File: src/rtl/sprite_scheduler.sv
// Sprite scheduler for the HDMI graphics path: double-buffered sprite table,
// per-pixel priority hit test, sprite-sheet BROM addressing and a fixed
// 4-cycle pipeline that keeps colour aligned with the delayed syncs.
module sprite_scheduler #(
  parameter int          NUM_SPRITES = 8,
  parameter int          SPRITE_W    = 16,
  parameter int          SPRITE_H    = 16,
  parameter int          NUM_FRAMES  = 4,
  parameter int          V_ACTIVE    = 720,
  parameter logic [23:0] TRANSPARENT = 24'hFF00FF,
  parameter logic [23:0] BG_COLOR    = 24'h000000
) (
  input  logic                           clk_pixel,
  input  logic                           sys_rst,
  input  logic [9:0]                     hcount,
  input  logic [10:0]                    vcount,
  input  logic                           active_draw,
  input  logic                           hor_sync,
  input  logic                           vert_sync,
  input  logic                           wr_valid,
  output logic                           wr_ready,
  input  logic [$clog2(NUM_SPRITES)-1:0] wr_index,
  input  logic                           wr_sprite_valid,
  input  logic [9:0]                     wr_x,
  input  logic [10:0]                    wr_y,
  input  logic [3:0]                     wr_frame,
  input  logic                           commit,
  output logic                           commit_done,
  output logic [9:0]                     brom_addr,
  input  logic [23:0]                    brom_data,
  output logic [7:0]                     red,
  output logic [7:0]                     green,
  output logic [7:0]                     blue,
  output logic                           active_draw_out,
  output logic                           hor_sync_out,
  output logic                           vert_sync_out
);

  localparam int                IDX_W    = $clog2(NUM_SPRITES);
  localparam logic [IDX_W-1:0]  LAST_IDX = IDX_W'(NUM_SPRITES - 1);
  localparam logic [10:0]       V_TRIG   = 11'(V_ACTIVE);
  localparam logic [4:0]        FRAMES_L = 5'(NUM_FRAMES);

  typedef struct packed {
    logic        valid;
    logic [9:0]  x;
    logic [10:0] y;
    logic [3:0]  frame;
  } entry_t;

  // Per-stage side information travelling alongside the BROM read.
  typedef struct packed {
    logic hit;
    logic act;
    logic hs;
    logic vs;
  } ctl_t;

  typedef enum logic {IDLE, COPY} state_t;

  entry_t           shadow_q [NUM_SPRITES];
  entry_t           shadow_d [NUM_SPRITES];
  entry_t           active_q [NUM_SPRITES];
  entry_t           active_d [NUM_SPRITES];
  state_t           state_q, state_d;
  logic [IDX_W-1:0] copy_idx_q, copy_idx_d;
  logic             pending_q, pending_d;
  logic             wr_ready_q, wr_ready_d;
  logic             commit_done_q, commit_done_d;

  logic [NUM_SPRITES-1:0] hit_vec;
  logic                   hit_any;
  logic [IDX_W-1:0]       sel;
  entry_t                 sel_e;
  logic [11:0]            h12, v12, x12, y12;
  logic [9:0]             brom_addr_q, brom_addr_d;

  ctl_t        ctl_q [3];
  ctl_t        ctl_d [3];
  logic [23:0] rgb_q, rgb_d;
  logic        act_out_q, act_out_d;
  logic        hs_out_q, hs_out_d;
  logic        vs_out_q, vs_out_d;

  // Table update and commit FSM: shadow writes in IDLE, one-entry-per-cycle copy in COPY.
  always_comb begin
    // NOTE: every variable gets a default before any branch, so no path can infer a latch.
    shadow_d      = shadow_q;
    active_d      = active_q;
    state_d       = state_q;
    copy_idx_d    = copy_idx_q;
    pending_d     = pending_q;
    commit_done_d = 1'b0;
    unique case (state_q)
      IDLE: begin
        if (wr_valid && wr_ready_q) begin
          shadow_d[wr_index] = '{valid: wr_sprite_valid, x: wr_x, y: wr_y, frame: wr_frame};
        end
        if (commit) pending_d = 1'b1;
        if (pending_q && vcount == V_TRIG && hcount == 10'd0) begin
          state_d    = COPY;
          copy_idx_d = '0;
          // The copy now in flight satisfies the request; any commit from here on targets the next frame.
          pending_d  = 1'b0;
        end
      end
      COPY: begin
        active_d[copy_idx_q] = shadow_q[copy_idx_q];
        if (commit) pending_d = 1'b1;
        if (copy_idx_q == LAST_IDX) begin
          state_d       = IDLE;
          commit_done_d = 1'b1;
        end else begin
          copy_idx_d = copy_idx_q + IDX_W'(1);
        end
      end
      default: state_d = IDLE;
    endcase
    wr_ready_d = (state_d == IDLE);
  end

  // Hit test against the active table; widened compares keep x+W / y+H from wrapping.
  always_comb begin
    hit_vec = '0;
    hit_any = 1'b0;
    sel     = '0;
    h12     = {2'b00, hcount};
    v12     = {1'b0, vcount};
    x12     = '0;
    y12     = '0;
    for (int i = 0; i < NUM_SPRITES; i++) begin
      x12 = {2'b00, active_q[i].x};
      y12 = {1'b0, active_q[i].y};
      hit_vec[i] = active_q[i].valid && ({1'b0, active_q[i].frame} < FRAMES_L) &&
                   (h12 >= x12) && (h12 < x12 + 12'(SPRITE_W)) &&
                   (v12 >= y12) && (v12 < y12 + 12'(SPRITE_H));
    end
    // Scan downwards so the lowest-index hit is the one left in sel.
    for (int i = NUM_SPRITES - 1; i >= 0; i--) begin
      if (hit_vec[i]) begin
        hit_any = 1'b1;
        sel     = IDX_W'(i);
      end
    end
    sel_e       = active_q[sel];
    brom_addr_d = '0;
    if (hit_any) begin
      brom_addr_d = 10'(sel_e.frame) * 10'(SPRITE_W * SPRITE_H) +
                    10'(vcount - sel_e.y) * 10'(SPRITE_W) + (hcount - sel_e.x);
    end
  end

  // Delay line for hit/syncs and final colour select once brom_data is valid.
  always_comb begin
    ctl_d[0]  = '{hit: hit_any, act: active_draw, hs: hor_sync, vs: vert_sync};
    ctl_d[1]  = ctl_q[0];
    ctl_d[2]  = ctl_q[1];
    act_out_d = ctl_q[2].act;
    hs_out_d  = ctl_q[2].hs;
    vs_out_d  = ctl_q[2].vs;
    if (!ctl_q[2].act) begin
      rgb_d = 24'h000000;
    end else if (ctl_q[2].hit && brom_data != TRANSPARENT) begin
      rgb_d = brom_data;
    end else begin
      rgb_d = BG_COLOR;
    end
  end

  // State register for the whole block.
  always_ff @(posedge clk_pixel) begin
    if (sys_rst) begin
      // NOTE: both tables are small flop arrays, so they are reset like any other state.
      for (int i = 0; i < NUM_SPRITES; i++) begin
        shadow_q[i] <= '0;
        active_q[i] <= '0;
      end
      for (int s = 0; s < 3; s++) ctl_q[s] <= '0;
      state_q       <= IDLE;
      copy_idx_q    <= '0;
      pending_q     <= 1'b0;
      wr_ready_q    <= 1'b0;
      commit_done_q <= 1'b0;
      brom_addr_q   <= '0;
      rgb_q         <= '0;
      act_out_q     <= 1'b0;
      hs_out_q      <= 1'b0;
      vs_out_q      <= 1'b0;
    end else begin
      // NOTE: non-blocking assignments here so every flop samples pre-edge values.
      shadow_q      <= shadow_d;
      active_q      <= active_d;
      ctl_q         <= ctl_d;
      state_q       <= state_d;
      copy_idx_q    <= copy_idx_d;
      pending_q     <= pending_d;
      wr_ready_q    <= wr_ready_d;
      commit_done_q <= commit_done_d;
      brom_addr_q   <= brom_addr_d;
      rgb_q         <= rgb_d;
      act_out_q     <= act_out_d;
      hs_out_q      <= hs_out_d;
      vs_out_q      <= vs_out_d;
    end
  end

  assign wr_ready        = wr_ready_q;
  assign commit_done     = commit_done_q;
  assign brom_addr       = brom_addr_q;
  assign red             = rgb_q[23:16];
  assign green           = rgb_q[15:8];
  assign blue            = rgb_q[7:0];
  assign active_draw_out = act_out_q;
  assign hor_sync_out    = hs_out_q;
  assign vert_sync_out   = vs_out_q;

endmodule

File: config.mk
export PLATFORM = sky130hd
export DESIGN_NAME = sprite_scheduler
export DESIGN_NICKNAME = d
export VERILOG_FILES = /design/src/rtl/sprite_scheduler.sv
export SDC_FILE = /design/constraint.sdc
export NUM_CORES = 1
export LEC_CHECK = 0
export CAP_MARGIN = 20
export CORE_MARGIN = 2
export CORE_UTILIZATION = 62
export DETAILED_ROUTE_END_ITERATION = 6
export PLACE_DENSITY = 0.87
export SYNTH_ARGS = -nofsm -noshare
export SYNTH_HDL_FRONTEND = slang
export SYNTH_SLANG_ARGS = --single-unit
File: constraint.sdc
create_clock -name clk_pixel -period 6.8 [get_ports clk_pixel]
set_clock_uncertainty 0.1 [all_clocks]
set_input_delay 0.68 -clock clk_pixel [delete_from_list [all_inputs] [get_ports clk_pixel]]
set_output_delay 0.68 -clock clk_pixel [all_outputs]
set_load 0.01 [all_outputs]
==> metrics.cfg, run 1 <==
[worst_setup_path]
path_class = reg -> reg
critPathBufInv = 4
crit_family = adder cells
cp_data_required_time_ns = 7.25
startpoint_type = register
crit_path_end_kind = register
cpPeakStageDelay_ns = 0.49
path_max_fanout = 7
crit_slowest_cell = fa_1
arrival_ns = 7.07

[flow_run]
maxCapViolCount = 0

[cts]
clk_latency_ns = 0.62
cts-htree-levels = 2
max-clock-path-buffers = 3
cts_buffers = 50
postCtsHoldBufs = 0
cts_tree = yes
clkSinkCount = 472
clk_pin_slew_ns = 0.06
cts_root_buffer = clkbuf_16

[final_layout]
final_area_um2 = 32400
postLayoutCoreUtil = 0.736
area_growth_pct = 18.1
final_layout_size_suffix_gt1_frac = 0.128
nets = 3842

[detailed_routing]
vias = 25500
routed_wl_mm = 85.1
drc = 0
first_iter_violations = 2935
via_per_inst = 6.28
dr.pass1.iters = 6
ant_nets = 0
routedWlPerCell_um = 20.9

[logic_synthesis]
yosys_warnings = 0
syn_inst = 3254
synth_flop_cell = dfxtp_1
seq_area_frac_synth = 0.345
ys_ff_latch = 472
syn_nets = 3656
yosys.area.top_type_share = 0.345
netlist_top_cells_area = dfxtp_1 34%, ha_1 14%, nand2_1 6.7%
synth_edf_count = 0
ys_types = 75
yosysMostFrequentCell = nand2_1
synth_top_area_cell = dfxtp_1
synth_area_um2 = 27400
async_flop_share = 0
syn_area_per_cell_um2 = 8.42
synth_common_cells = 489 x nand2_1, 472 x dfxtp_1, 342 x a21oi_1, 313 x ha_1, 308 x nor2_1

[power]
switchingPower_mw = 1.57
combPwrFrac = 0.103
leakage_nw = 11.6
seqPwrFrac = 0.446
swShare = 0.251
power_mw = 6.26
p_int_mw = 4.69
clkPwrFrac = 0.451
power_density_nw_per_um2 = 194
irDropWorstVdd_v = 0.000220

[timing]
min_period_over_period = 0.974
finalCriticalPeriod_ns = 6.62
hold_viol_final = 0
setup_violations = 0
worst_pin_slew_ns = 1.18
max_freq_mhz = 151
relSlewSlack = 0.192
maxSlewViolCount = 0

[floorplan]
die_h_um = 214
fp.dieW_um = 214
io_pins = 120
num_rows = 77
start_util = 0.624
core_region_area_um2 = 43900
die-area_um2 = 45900

[placement]
placed_cell_area_um2 = 30300
dpl.hpwl_mm = 59.0
globalplace.congestion = 0.967
portBuffers = 119

[worst_hold_path]
hold_class = reg -> reg

[global_route]
overflow = 0
grt_max_degree = 200
grt_pass1_wl_mm = 133
grt_pass1_vias = 25200
antenna_found_initial = 0
track_usage = 0.362

[status]
outcome = complete, no violations

[final timing paths]
kind	cells past startpoint	from	slack, ns	to
worst max-delay path	32	active_q[98]	0.18	brom_addr[9]
worst min register to register	1	ctl_d[0]	0.34	vs_out_d
worst max register to register	32	active_q[98]	0.18	brom_addr[9]
worst min-delay path	1	ctl_d[0]	0.34	vs_out_d
[per-layer routing]
layer | vias to the layer above | routed length, um | global-route usage
li1 | 11800 | - | -
met1 | 12200 | 33800 | 0.459
met2 | 1261 | 40000 | 0.602
met3 | 305 | 7560 | 0.0604
met4 | 0 | 3770 | 0.172
met5 | - | 0 | 0
[power by group through the flow]
stage          registers, mW  clock network [mW]  logic [mW]
2_1_floorplan           2.85                   0       0.335
3_3_place_gp            2.85                   0       0.589
3_5_place_dp            2.85                   0       0.613
4_1_cts                 2.79                2.83       0.620
5_1_grt                 2.79                2.94       0.698
6_report                2.79                2.82       0.645
[layout by cell type, fill, tap and decap left out, types with 30 or more instances in the layout]
cell             instances
nand2_1                488
dfxtp_1                458
a21oi_1                335
ha_1                   307
nor2_1                 300
a211oi_1               238
buf_4                  191
inv_1                  183
clkdlybuf4s50_1        118
xnor2_1                 82
nand3_1                 69
mux4_2                  53
clkbuf_16               51
mux2i_1                 46
o21ai_0                 45
a21o_1                  40
nor2b_1                 33
and2_1                  30
[final cells by class]
cell class | instances | area [um^2]
sequential | 472 | 9470
antenna | 1 | 2.50
tap | 592 | 741
fill | 3180 | 11600
inverter | 199 | 747
clock buffer | 67 | 1420
clock inverter | 20 | 277
multi-input combinational | 2388 | 16700
timing repair buffer | 329 | 3020
[registers in the layout, summed over array words and instances (netlist names), 3 cells and up]
name and flops:
brom_addr 10, shadow_q 208, ctl_d 8, active_q 208
copy_idx_q 3, rgb_q 24
[cells by family (layout without fill, tap and decap cells)]
| family | count (synthesis) | in the layout | synth area share |
|---|---|---|---|
| simple gates | 1060 | 1060 | 0.168 |
| xor+xnor | 94 | 94 | 0.0300 |
| fa+ha+maj | 321 | 321 | 0.149 |
| other cells | 0 | 1 | 0 |
| buf+inv | 394 | 615 | 0.0584 |
| compound gates | 806 | 806 | 0.186 |
| flops | 472 | 472 | 0.345 |
| mux | 107 | 107 | 0.0634 |
[metrics by stage]
stage | cells | setup slack, ns | TNS, ns | hold WS [ns]
2_1_floorplan | 3254 | 0.456 | 0 | 0.314
3_3_place_gp | 3968 | -0.233 | -0.497 | 0.315
3_5_place_dp | 3972 | -0.380 | -1.16 | 0.326
4_1_cts | 4059 | 0.0158 | 0 | 0.339
5_1_grt | 4067 | -0.122 | -0.169 | 0.360
6_report | 4068 | 0.180 | 0 | 0.337
[repair_timing]
item | CTS | global route
cloned | 0 | 1
pin swaps | 0 | 31
buffers inserted | 0 | 3
hold endpoints to repair | 0 | 0
setup endpoints to repair | 1 | 4
gates resized for setup | 1 | 66
(Power assumes the default switching activity.)
==> run 2: changes to the inputs <==
--- a/config.mk
+++ b/config.mk
@@ -9,7 +9,9 @@
 export CORE_MARGIN = 2
 export CORE_UTILIZATION = 62
 export DETAILED_ROUTE_END_ITERATION = 6
+export MAX_ROUTING_LAYER = met4
 export PLACE_DENSITY = 0.87
+export SETUP_SLACK_MARGIN = 0.4
 export SYNTH_ARGS = -nofsm -noshare
 export SYNTH_HDL_FRONTEND = slang
 export SYNTH_SLANG_ARGS = --single-unit
==> run 2 against run 1 <==
Global-route usage up 1.7 points. Count of clock-buffer cells in the layout is 3 lower. First-iteration DRC count fell by 17%. Sequential power barely moved. Critical path type is now in -> reg. Final area is 1.6% higher. Routed wire length is 1.7% higher. Final cell count is 0.79% higher. Total power increased by 3.6%. Highest routed layer unchanged.
==> metrics.cfg, run 2 (synthesis gave the netlist of run 1 again) <==
[timing]
maxSlewViolCount = 0
worst_pin_slew_ns = 1.13
finalCriticalPeriod_ns = 6.61
holdWs_ns = 0.341
max_freq_mhz = 151
tns_ns = 0
setup_violations = 0
relSlewSlack = 0.230
hold_viol_final = 0
min_period_over_period = 0.972
rsz0062_at_grt = yes

[placement]
dpl.hpwl_mm = 60.9
portBuffers = 119
globalplace.congestion = 0.939

[worst_setup_path]
arrival_ns = 7.03
cpPeakStageDelay_ns = 0.61
crit_slowest_cell = fa_2
path_max_fanout = 9
crit_path_end_kind = register
startpoint_type = input port
path_class = in -> reg
cp_data_required_time_ns = 7.23
cp_common_cell = buf_4

[cts]
clk_pin_slew_ns = 0.06
clkSinkCount = 472
cts_buffers = 49
max-clock-path-buffers = 3
clk_latency_ns = 0.61
cts-htree-levels = 2
cts_tree = yes
cts_root_buffer = clkbuf_16
postCtsHoldBufs = 0

[detailed_routing]
routed_wl_mm = 86.5
via_per_inst = 6.16
first_iter_violations = 2426
routedWlPerCell_um = 21.1
drc = 0
vias = 25300
dr.pass1.iters = 7
ant_nets = 0

[global_route]
antenna_found_initial = 0
track_usage = 0.379
overflow = 0
grt_pass1_wl_mm = 135
grt_pass1_vias = 25000
grt_max_degree = 212

[floorplan]
num_rows = 77
die-area_um2 = 45900
die_h_um = 214
io_pins = 120
fp.dieW_um = 214
core_region_area_um2 = 43900
start_util = 0.624

[final_layout]
fillers = 3150
final_layout_size_suffix_gt1_frac = 0.141
multi_input_area_um2 = 16800
area_growth_pct = 19.9
nets = 3870
seq_area_um2 = 9480
antennaDiodeCount = 0
final_cell_mix = 488 x nand2_1, 452 x dfxtp_1, 332 x a21oi_1
layout_top_registers = active_q: 208 flops, shadow_q: 208 flops, rgb_q: 24 flops
postLayoutCoreUtil = 0.748
layout.cells.most_common = nand2_1

[flow_run]
maxCapViolCount = 0

[power]
irDropWorstVdd_v = 0.000247
power_density_nw_per_um2 = 197
leakage_nw = 11.8

[worst_hold_path]
hold_class = reg -> reg

[status]
outcome = complete, no violations

==> run 2: path summary, 6_finish.rpt <==
check,start,end,slack [ns],depth (start not counted)
worst max-delay path,hcount[0],brom_addr[9],0.19,32
worst min register to register,ctl_d[1],hs_out_d,0.34,1
worst min-delay path,ctl_d[1],hs_out_d,0.34,1
worst max register to register,active_q[164],brom_addr[9],0.22,35
==> run 2: metal layers <==
layer | GRT usage | wire length [um] | up-vias | share of wire
met3 | 0.0505 | 6840 | 294 | 0.079
met4 | 0.161 | 3850 | 0 | 0.045
li1 | - | - | 11900 | -
met5 | - | 0 | - | 0
met1 | 0.481 | 35400 | 12000 | 0.41
met2 | 0.610 | 40500 | 1134 | 0.47
==> run 2: final cells by class <==
| cell class | instances | area share |
|---|---|---|
| clock buffer | 64 | 0.0424 |
| clock inverter | 27 | 0.0129 |
| inverter | 199 | 0.0227 |
| multi-input combinational | 2388 | 0.512 |
| sequential | 472 | 0.288 |
| tap | 592 | 0.0225 |
| timing repair buffer | 358 | 0.0990 |
==> run 2: worst max-delay path: cells and delay by family <==
kind / cells / cell delay, ns
compound gates: 9 / 1.31
xor+xnor: 3 / 0.48
fa+ha+maj: 5 / 1.71
buf+inv: 8 / 1.33
mux: 2 / 0.52
simple gates: 5 / 0.97
==> run 2: repair_timing <==
item                       CTS  global route
setup endpoints to repair    6             4
cloned                       1             0
resized for setup           55            42
pin swaps                   31            34
buffers inserted             8            10
==> run 2: stage by stage <==
step                      instance area [um^2]  instances  worst slack, ns  power, mW
after global placement                   30300       3980           -0.450       3.45
final                                    32900       4100            0.192       6.49
after CTS                                32600       4086            0.265       6.46
after floorplan                          27400       3254            0.456       3.19
after global routing                     32900       4100           -0.110       6.67
after detailed placement                 30400       3986           -0.582       3.47
==> run 2: power breakdown <==
group | leakage [nW] | internal [mW] | switching [mW]
sequential | 3.82 | 2.78 | 0.00926
combinational | 7.14 | 0.317 | 0.370
clock | 0.874 | 1.80 | 1.21
total | 11.8 | 4.90 | 1.59
